**src/rtl/enigma_pkg.sv**
```systemverilog
// Shared constants, rotor/reflector tables, modular helpers and FSM state type
// for enigma_rotor_engine.
package enigma_pkg;
    localparam int         ALPHA   = 26;
    localparam logic [7:0] ASCII_A = 8'h41;

    // Tables are ASCII strings; the first character is symbol 0 ('A').
    typedef logic [ALPHA*8-1:0] table_t;

    localparam table_t WIRE_FWD [4] = '{
        "EKMFLGDQVZNTOWYHXUSPAIBRCJ",
        "AJDKSIRUXBLHWTMCQGZNPYFVOE",
        "BDFHJLCPRTXVZNYEIWGAKMUSQO",
        "ESOVPZJAYQUIRHXLNFTGKDCMWB"
    };

    localparam table_t WIRE_INV [4] = '{
        "UWYGADFPVZBECKMTHXSLRINQOJ",
        "AJPCZWRLFBDKOTYUQGENHXMIVS",
        "TAGBPCSDQEUFVNZHYIXJWLRKOM",
        "HZWVARTNLGUPXQCEJMBSKDYOIF"
    };

    localparam table_t REFL_B = "YRUHQSLDPXNGOKMIEBFZCWVJAT";

    // Turnover positions for rotors I..IV: Q, E, V, J.
    localparam logic [4:0] NOTCH [4] = '{5'd16, 5'd4, 5'd21, 5'd9};

    typedef enum logic [2:0] {
        ST_IDLE,
        ST_STEP,
        ST_FWD,
        ST_REFL,
        ST_BWD,
        ST_OUT
    } state_t;

    function automatic logic [4:0] tbl_lookup(input table_t t, input logic [4:0] idx);
        logic [7:0] ch;
        ch = t[(ALPHA - 1 - int'(idx)) * 8 +: 8];
        return 5'(ch - ASCII_A);
    endfunction

    function automatic logic [4:0] add_mod(input logic [4:0] a, input logic [4:0] b);
        logic [5:0] s;
        s = {1'b0, a} + {1'b0, b};
        if (s >= 6'(ALPHA)) s = s - 6'(ALPHA);
        return s[4:0];
    endfunction

    // A negative 6-bit difference shows up as bit 5 set; adding 26 wraps it back.
    function automatic logic [4:0] sub_mod(input logic [4:0] a, input logic [4:0] b);
        logic [5:0] d;
        d = {1'b0, a} - {1'b0, b};
        if (d[5]) d = d + 6'(ALPHA);
        return d[4:0];
    endfunction

    function automatic logic [4:0] norm_pos(input logic [4:0] p);
        return (p >= 5'(ALPHA)) ? 5'(p - 5'(ALPHA)) : p;
    endfunction
endpackage

```
**src/rtl/enigma_rotor_map.sv**
```systemverilog
// One rotor pass: offsets the symbol by the rotor position, applies the forward
// (dir=0) or inverse (dir=1) wiring, and removes the offset again.
module enigma_rotor_map
    import enigma_pkg::*;
(
    input  logic [4:0] sym,
    input  logic [1:0] sel,
    input  logic [4:0] pos,
    input  logic       dir,
    output logic [4:0] mapped
);
    logic [4:0] entry;
    logic [4:0] wired;

    always_comb begin
        entry  = add_mod(sym, pos);
        wired  = dir ? tbl_lookup(WIRE_INV[sel], entry) : tbl_lookup(WIRE_FWD[sel], entry);
        mapped = sub_mod(wired, pos);
    end
endmodule

```
**src/rtl/enigma_rotor_engine.sv**
```systemverilog
// Sequential Enigma engine: one character in flight, rotors stepped then walked
// forward, reflected and walked back through a single shared rotor map.
// Define ENIGMA_DOUBLE_STEP_EN for the historic middle-rotor double-step anomaly.
module enigma_rotor_engine
    import enigma_pkg::*;
#(
    parameter int NUM_ROTORS = 3,
    parameter int CHAR_W     = 8
) (
    input  logic                    clk,
    input  logic                    rst_n,
    input  logic                    in_valid,
    output logic                    in_ready,
    input  logic [CHAR_W-1:0]       in_data,
    output logic                    out_valid,
    input  logic                    out_ready,
    output logic [CHAR_W-1:0]       out_data,
    input  logic                    cfg_load,
    input  logic [2*NUM_ROTORS-1:0] cfg_sel,
    input  logic [5*NUM_ROTORS-1:0] cfg_pos,
    output logic [5*NUM_ROTORS-1:0] pos_out
);
    localparam logic [2:0]        LAST_SLOT = 3'(NUM_ROTORS - 1);
    localparam logic [CHAR_W-1:0] CH_A      = CHAR_W'(ASCII_A);
    localparam logic [CHAR_W-1:0] CH_Z      = CHAR_W'(ASCII_A + 8'd25);

    state_t                  state, state_nxt;
    logic [2:0]              slot;
    logic [4:0]              sym;
    logic [5*NUM_ROTORS-1:0] pos_q;
    logic [2*NUM_ROTORS-1:0] sel_q;
    logic                    accept;
    logic                    is_letter;
    logic [NUM_ROTORS-1:0]   at_notch;
    logic [NUM_ROTORS-1:0]   adv;
    logic [5*NUM_ROTORS-1:0] pos_stepped;
    logic [4:0]              map_out;

    assign is_letter = (in_data >= CH_A) && (in_data <= CH_Z);
    assign pos_out   = pos_q;

    enigma_rotor_map u_map (
        .sym    (sym),
        .sel    (sel_q[int'(slot)*2 +: 2]),
        .pos    (pos_q[int'(slot)*5 +: 5]),
        .dir    (state == ST_BWD),
        .mapped (map_out)
    );

    // Odometer carry: a slot moves only when its right neighbour moves off its notch.
    always_comb begin
        adv         = '0;
        adv[0]      = 1'b1;
        at_notch    = '0;
        pos_stepped = pos_q;
        for (int k = 0; k < NUM_ROTORS; k++)
            at_notch[k] = (pos_q[k*5 +: 5] == NOTCH[sel_q[k*2 +: 2]]);
        for (int k = 1; k < NUM_ROTORS; k++) begin
            adv[k] = adv[k-1] & at_notch[k-1];
`ifdef ENIGMA_DOUBLE_STEP_EN
            if (k < NUM_ROTORS - 1) adv[k] = adv[k] | at_notch[k];
`endif
        end
        for (int k = 0; k < NUM_ROTORS; k++)
            if (adv[k])
                pos_stepped[k*5 +: 5] = (pos_q[k*5 +: 5] == 5'd25) ? 5'd0 : pos_q[k*5 +: 5] + 5'd1;
    end

    always_ff @(posedge clk or negedge rst_n) begin
        if (!rst_n) state <= ST_IDLE;
        else        state <= state_nxt;
    end

    // NOTE: every signal driven here gets a default first, so no latch can be inferred.
    always_comb begin
        state_nxt = state;
        in_ready  = rst_n && (state == ST_IDLE) && !cfg_load;
        out_valid = (state == ST_OUT);
        accept    = in_valid && in_ready;
        case (state)
            ST_IDLE: if (accept) state_nxt = is_letter ? ST_STEP : ST_OUT;
            ST_STEP: state_nxt = ST_FWD;
            ST_FWD:  if (slot == LAST_SLOT) state_nxt = ST_REFL;
            ST_REFL: state_nxt = ST_BWD;
            ST_BWD:  if (slot == 3'd0) state_nxt = ST_OUT;
            ST_OUT:  if (out_ready) state_nxt = ST_IDLE;
            default: state_nxt = ST_IDLE;
        endcase
    end

    // NOTE: rotor positions and selections are plain flops, reset explicitly so an
    // aborted character leaves the rotors back at 0.
    always_ff @(posedge clk or negedge rst_n) begin
        if (!rst_n) begin
            slot     <= '0;
            sym      <= '0;
            pos_q    <= '0;
            sel_q    <= '0;
            out_data <= '0;
        end else begin
            case (state)
                ST_IDLE: begin
                    if (cfg_load) begin
                        sel_q <= cfg_sel;
                        for (int k = 0; k < NUM_ROTORS; k++)
                            pos_q[k*5 +: 5] <= norm_pos(cfg_pos[k*5 +: 5]);
                    end
                    if (accept) begin
                        if (is_letter) sym      <= 5'(in_data - CH_A);
                        else           out_data <= in_data;
                    end
                end
                ST_STEP: begin
                    pos_q <= pos_stepped;
                    slot  <= '0;
                end
                ST_FWD: begin
                    sym <= map_out;
                    if (slot != LAST_SLOT) slot <= slot + 3'd1;
                end
                ST_REFL: sym <= tbl_lookup(REFL_B, sym);
                ST_BWD: begin
                    sym <= map_out;
                    if (slot == 3'd0) out_data <= CHAR_W'(ASCII_A + {3'b000, map_out});
                    else              slot     <= slot - 3'd1;
                end
                default: ;
            endcase
        end
    end
endmodule

```
**config.mk**
```make
export PLATFORM = sky130hd
export DESIGN_NAME = enigma_rotor_engine
export DESIGN_NICKNAME = d
export VERILOG_FILES = /design/src/rtl/enigma_pkg.sv /design/src/rtl/enigma_rotor_map.sv /design/src/rtl/enigma_rotor_engine.sv
export SDC_FILE = /design/constraint.sdc
export NUM_CORES = 1
export LEC_CHECK = 0
export CAP_MARGIN = 20
export CORE_MARGIN = 8
export CORE_UTILIZATION = 55
export CTS_CLUSTER_SIZE = 20
export DETAILED_ROUTE_END_ITERATION = 7
export GPL_ROUTABILITY_DRIVEN = 0
export GPL_TIMING_DRIVEN = 1
export PLACE_DENSITY = 0.74
export SLEW_MARGIN = 10
export SYNTH_ARGS = -nofsm -noshare
export SYNTH_HDL_FRONTEND = slang
export SYNTH_SLANG_ARGS = --single-unit
```
**constraint.sdc**
```tcl
create_clock -name clk -period 21 [get_ports clk]
set_input_delay 4.2 -clock clk [delete_from_list [all_inputs] [get_ports clk]]
set_output_delay 4.2 -clock clk [all_outputs]
set_load 0.005 [all_outputs]
```
==> results of run 1 <==
path summary, 6_finish.rpt:
path	startpoint	end	slack, ns	cells after the start
worst min register to register	sel_q[4]$_DFFE_PN0P_	sel_q[4]$_DFFE_PN0P_	0.50	2
max in group asynchronous	rst_n	pos_out[11]$_DFFE_PN0P_	16.33	1
worst min-delay path	sel_q[4]$_DFFE_PN0P_	sel_q[4]$_DFFE_PN0P_	0.50	2
min in group asynchronous	rst_n	state[2]$_DFFE_PN0P_	4.06	1
worst max register to register	slot[1]$_DFFE_PN0P_	out_data[4]$_DFFE_PN0P_	10.72	35
worst max-delay path	slot[1]$_DFFE_PN0P_	out_data[4]$_DFFE_PN0P_	10.72	35
cells by family (layout without fill, tap and decap cells):
kind of cell / count (synthesis) / count (layout) / share of synthesized area [%]
AO/OA/AOI/OAI: 359 / 359 / 37.32
XOR/XNOR: 29 / 29 / 3.956
adder cells (fa/ha/maj): 43 / 43 / 8.712
buffers and inverters: 108 / 116 / 6.704
flip-flops: 40 / 40 / 15.59
multiplexers: 20 / 20 / 3.644
AND/OR/NAND/NOR: 329 / 329 / 24.07
layer usage:
layer / GRT usage, % / vias up / wire [um]
met5: 0 / - / 0
met4: 13.38 / 0 / 1041
met3: 3.400 / 113 / 1592
met2: 46.84 / 455 / 10280
met1: 33.28 / 3495 / 8468
li1: - / 3495 / -
registers in the layout (all words and copies together), names as in the netlist:
name and flops:
slot 3, out_data 8, state 3, sym 5, sel_q 6, pos_out 15
final cells by class:
class / instances / area, um2 / share of cell area, %
Clock inverter: 2 / 10.01 / 0.1408
Sequential cell: 40 / 1001 / 14.08
Multi-Input combinational cell: 780 / 4997 / 70.28
Clock buffer: 6 / 138.9 / 1.953
Inverter: 45 / 171.4 / 2.411
Tap cell: 143 / 178.9 / 2.516
Timing Repair Buffer: 63 / 613.1 / 8.622
worst register-to-register path, delay by kind of cell (launching register included):
| kind | cells | cell delay (ns) |
|---|---|---|
| AO/OA/AOI/OAI | 12 | 2.99 |
| AND/OR/NAND/NOR | 11 | 2.46 |
| adder cells (fa/ha/maj) | 6 | 2.34 |
| buffers and inverters | 4 | 1.40 |
| flip-flops | 1 | 0.63 |
| XOR/XNOR | 2 | 0.39 |
synthesized netlist by cell type (all sizes together) (8+ instances only):
| library cell | instances | area share, % |
|---|---|---|
| a211oi | 15 | 1.8 |
| a21o | 8 | 0.94 |
| a21oi | 74 | 5.8 |
| a311oi | 11 | 1.7 |
| a31oi | 26 | 2.6 |
| and3 | 9 | 0.88 |
| buf | 17 | 1.3 |
| clkbuf | 46 | 2.7 |
| dfrtp | 40 | 16 |
| ha | 39 | 7.6 |
| inv | 41 | 2.4 |
| mux2i | 14 | 2.2 |
| nand2 | 103 | 6.0 |
| nand2b | 15 | 1.5 |
| nand3 | 30 | 2.3 |
| nor2 | 92 | 5.4 |
| nor3 | 27 | 2.1 |
| o211ai | 23 | 2.7 |
| o21ai | 102 | 8.2 |
| o22ai | 13 | 1.3 |
| o311ai | 12 | 2.0 |
| xnor2 | 21 | 2.9 |
| xor2 | 8 | 1.1 |
per-stage QoR:
stage / cell area, um2 / util [%]
floorplan: 6420 / -
global placement: 6962 / 60.97
detailed placement: 6962 / 60.97
CTS: 7111 / 62.27
global route: 7111 / 62.27
finish: 7111 / 62.27
==> run metrics, run 1 <==
count of input and output buffers=58; FMAX=97.25 MHz; number of synthesized flops with an enable pin=0; die height=124.0 um; Crit path max-delay family=compound AO/OA/AOI/OAI gates; RSZ-0062 raised after global routing=no; Die Width=124.0 um; max cap viols=0; hold_ws=0.5002 ns; hpwl dp=15630 um; synth warn=0; post-route ant nets=0; crit path DAT=10.49 ns; most frequent cells in the layout=nand2_1, o21ai_0, nor2_1; Routed wire per std cell=19.82 um; clk_lat worst skew=0.29 ns; num rows=39; Clock Path Buffers=2; antenna cell count=0; CTS tree=done; mapped cell area=0.006420 mm2; Crit Path Category=flip-flop to flip-flop; crit path max fanout=31; Remaining DRCs=2; asr flop ratio synth=100.0%; DR iter-0 viols=1416; CP max stage delay=0.88 ns; vias in the first global route=6947; Slew @ Worst Pin=1.038 ns; Sink Count=40; Max Slew Vio Count=0; Root Driver=clkbuf_16; drt pass-1 iters=8; first-pass GRT wire length=34470 um; Layout Nets=1011; fin crit share=48.97%; Cells after Synth=928; Most used DFF post-synth=dfrtp_1; io pins=59; Worst Clk Skew=0.005332 ns; Slowest cell on crit path=ha_1; fraction of layout cells with a size suffix above 1=4.915%; total negative slack=0 ns; Starting Density=56.22%; Critical Path RT=21.21 ns; H-Tree Level Count=2; Tot GR Track Use=27.37%; post-synth cell types=87; Post-CTS Resized=0; failing checks=design-rule violations; setup bufs post-CTS=0; total number of vias=7558; commonest non-fill, non-tap cell in the layout=nand2_1; Final Hold Viols=0; GRT overflow=0; Seq cells post-synth=40; cts-stage hold buffer count=0; Layout Cells excl Fill=1079; area of the die=0.01539 mm2; placed insts=1071; status=finished, violations left; TritonCTS Buffers=5; Tightest Hold Check Type=flip-flop to flip-flop; crit start category=flip-flop; core area=0.01142 mm2; Area growth syn-to-layout=10.76%; worst setup margin=10.72 ns; fillers=1066; post-place setup slack=11.02 ns; sequential area share after synthesis=15.59%; Min Clock Period, post-route=10.28 ns; Clock Pin Slew Worst Setup and Hold Paths=0.06 ns; Mean Syn Cell Area=6.918 um2; Crit. End Element=flip-flop; Worst slew margin=30.54%; DRT Wirelength=21390 um; critical path buffer and inverter count=4; pin count of the biggest net entering global routing=91; vias per cell=7.005; final setup fails=0; Syn Nets=1004; initial antenna violation count=0; CP most frequent cell=ha_1
Power of run 1 is not shown: default switching activity piles up to over one toggle a cycle in this logic, so the estimate is an artifact.
==> run 2: changes to the inputs <==
==> constraint.sdc (replaced) <==
create_clock -name clk -period 10.7 [get_ports clk]
set_input_delay 2.14 -clock clk [delete_from_list [all_inputs] [get_ports clk]]
set_output_delay 2.14 -clock clk [all_outputs]
set_load 0.005 [all_outputs]
==> run metrics, run 2 (synthesis gave the netlist of run 1 again) <==
Slew @ Worst Pin=0.9242 ns; Starting Density=56.22%; vias per cell=6.989; Layout Cells excl Fill=1082; Reg2Reg Setup Slack=1.91 ns; vias in the first global route=7139; clk_lat worst skew=0.29 ns; post-route ant nets=0; antenna cell count=0; Reg2Reg Launch Point=slot[1]$_DFFE_PN0P_; Slowest cell on crit path=dfrtp_1; placed insts=1073; Worst slew margin=38.16%; num rows=39; setup bufs post-CTS=0; count of input and output buffers=58; Tot GR Track Use=27.77%; status=finished clean; Clock Pin Slew Worst Setup and Hold Paths=0.06 ns; Tightest Hold Check Type=flip-flop to flip-flop; fraction of layout cells with a size suffix above 1=5.005%; Endpoint, Worst Hold=out_data[2]$_DFFE_PN0P_; pin count of the biggest net entering global routing=91; hpwl dp=15670 um; HP Start=out_data[2]$_DFFE_PN0P_; Worst Clk Skew=0.005379 ns; post-place setup slack=2.076 ns; total number of vias=7562; area of the die=0.01539 mm2; CTS tree=done; Final Hold Viols=0; Crit. End Element=flip-flop; worst setup margin=1.909 ns; crit start category=flip-flop; crit path DAT=9.01 ns; hold-critical path depth=1; DRT Wirelength=21350 um; cts-stage hold buffer count=0; total negative slack=0 ns; CP most frequent cell=ha_1; TritonCTS Buffers=5; most frequent cells in the layout=nand2_1, o21ai_0, nor2_1; Sink Count=40; commonest non-fill, non-tap cell in the layout=nand2_1; crit path max fanout=30; Layout Nets=1014; die height=124.0 um; number of flip-flops in the largest register=15; Crit Path Category=flip-flop to flip-flop; max cap viols=0; H-Tree Level Count=2; Placed Instance Area=0.006977 mm2; Area growth syn-to-layout=11.26%; fillers=1035; first-pass GRT wire length=35200 um; FMAX=113.7 MHz; initial antenna violation count=0; drt pass-1 iters=6; Clock Path Buffers=2; reg-to-reg endpoint=out_data[4]$_DFFE_PN0P_; DR iter-0 viols=1390; Max Slew Vio Count=0; GRT overflow=0; Routed wire per std cell=19.73 um; io pins=59; RSZ-0062 raised after global routing=no; Post-CTS Resized=0; Min Clock Period, post-route=8.791 ns; final setup fails=0; core area=0.01142 mm2; Die Width=124.0 um; fin crit share=82.16%; CP max stage delay=0.62 ns; Critical Path RT=10.92 ns; Register-to-Register Path Depth=36; Root Driver=clkbuf_16; Remaining DRCs=0; post-route cell area=0.007143 mm2
## run 2: cell types whose count changed in the layout (fill, tap and decap cells not counted)
| cell | change |
|---|---|
| buf_4 | +2 |
| clkbuf_1 | +2 |
| clkinv_2 | -2 |
| buf_12 | +1 |
## run 2: final cells by class
cell class,instances,area [um2],share of cell area [%]
Clock buffer,8,146.4,2.049
Timing Repair Buffer,66,648.1,9.073
Multi-Input combinational cell,780,4997,69.96
Tap cell,143,178.9,2.505
Sequential cell,40,1001,14.01
Inverter,45,171.4,2.400
## run 2: worst max-delay path, delay by kind of cell, from the launching register on
family	cells	cell delay [ns]
xor+xnor	2	0.35
simple gates	11	2.36
buf+inv	5	0.89
flops	1	0.62
fa+ha+maj	6	1.70
compound gates	12	2.76
## run 2: metal layers
layer | track usage, % | wire (um)
met5 | 0 | 0
met4 | 11.52 | 827
met3 | 3.400 | 1740
met2 | 46.87 | 10170
met1 | 35.08 | 8610
## run 2: worst max path at each step
stage                     cells after the start                 endpoint                start  slack [ns]
after floorplan                              41  out_data[4]$_DFFE_PN0P_  slot[1]$_DFFE_PN0P_        2.16
after global placement                       37  out_data[4]$_DFFE_PN0P_  slot[1]$_DFFE_PN0P_        2.41
after detailed placement                     36  out_data[4]$_DFFE_PN0P_  slot[1]$_DFFE_PN0P_        2.08
after CTS                                    36  out_data[4]$_DFFE_PN0P_  slot[1]$_DFFE_PN0P_        2.03
after global routing                         36  out_data[4]$_DFFE_PN0P_  slot[0]$_DFFE_PN0P_        1.26
final                                        36  out_data[4]$_DFFE_PN0P_  slot[1]$_DFFE_PN0P_        1.91
## run 2: metrics by stage
step                utilization (%)  hold WS, ns
floorplan                         -       0.4454
global placement              61.10       0.4990
global route                  62.56       0.5388
detailed placement            61.10       0.5024
finish                        62.56       0.5174
CTS                           62.38       0.5165
Power of run 2 is left out for the same reason.
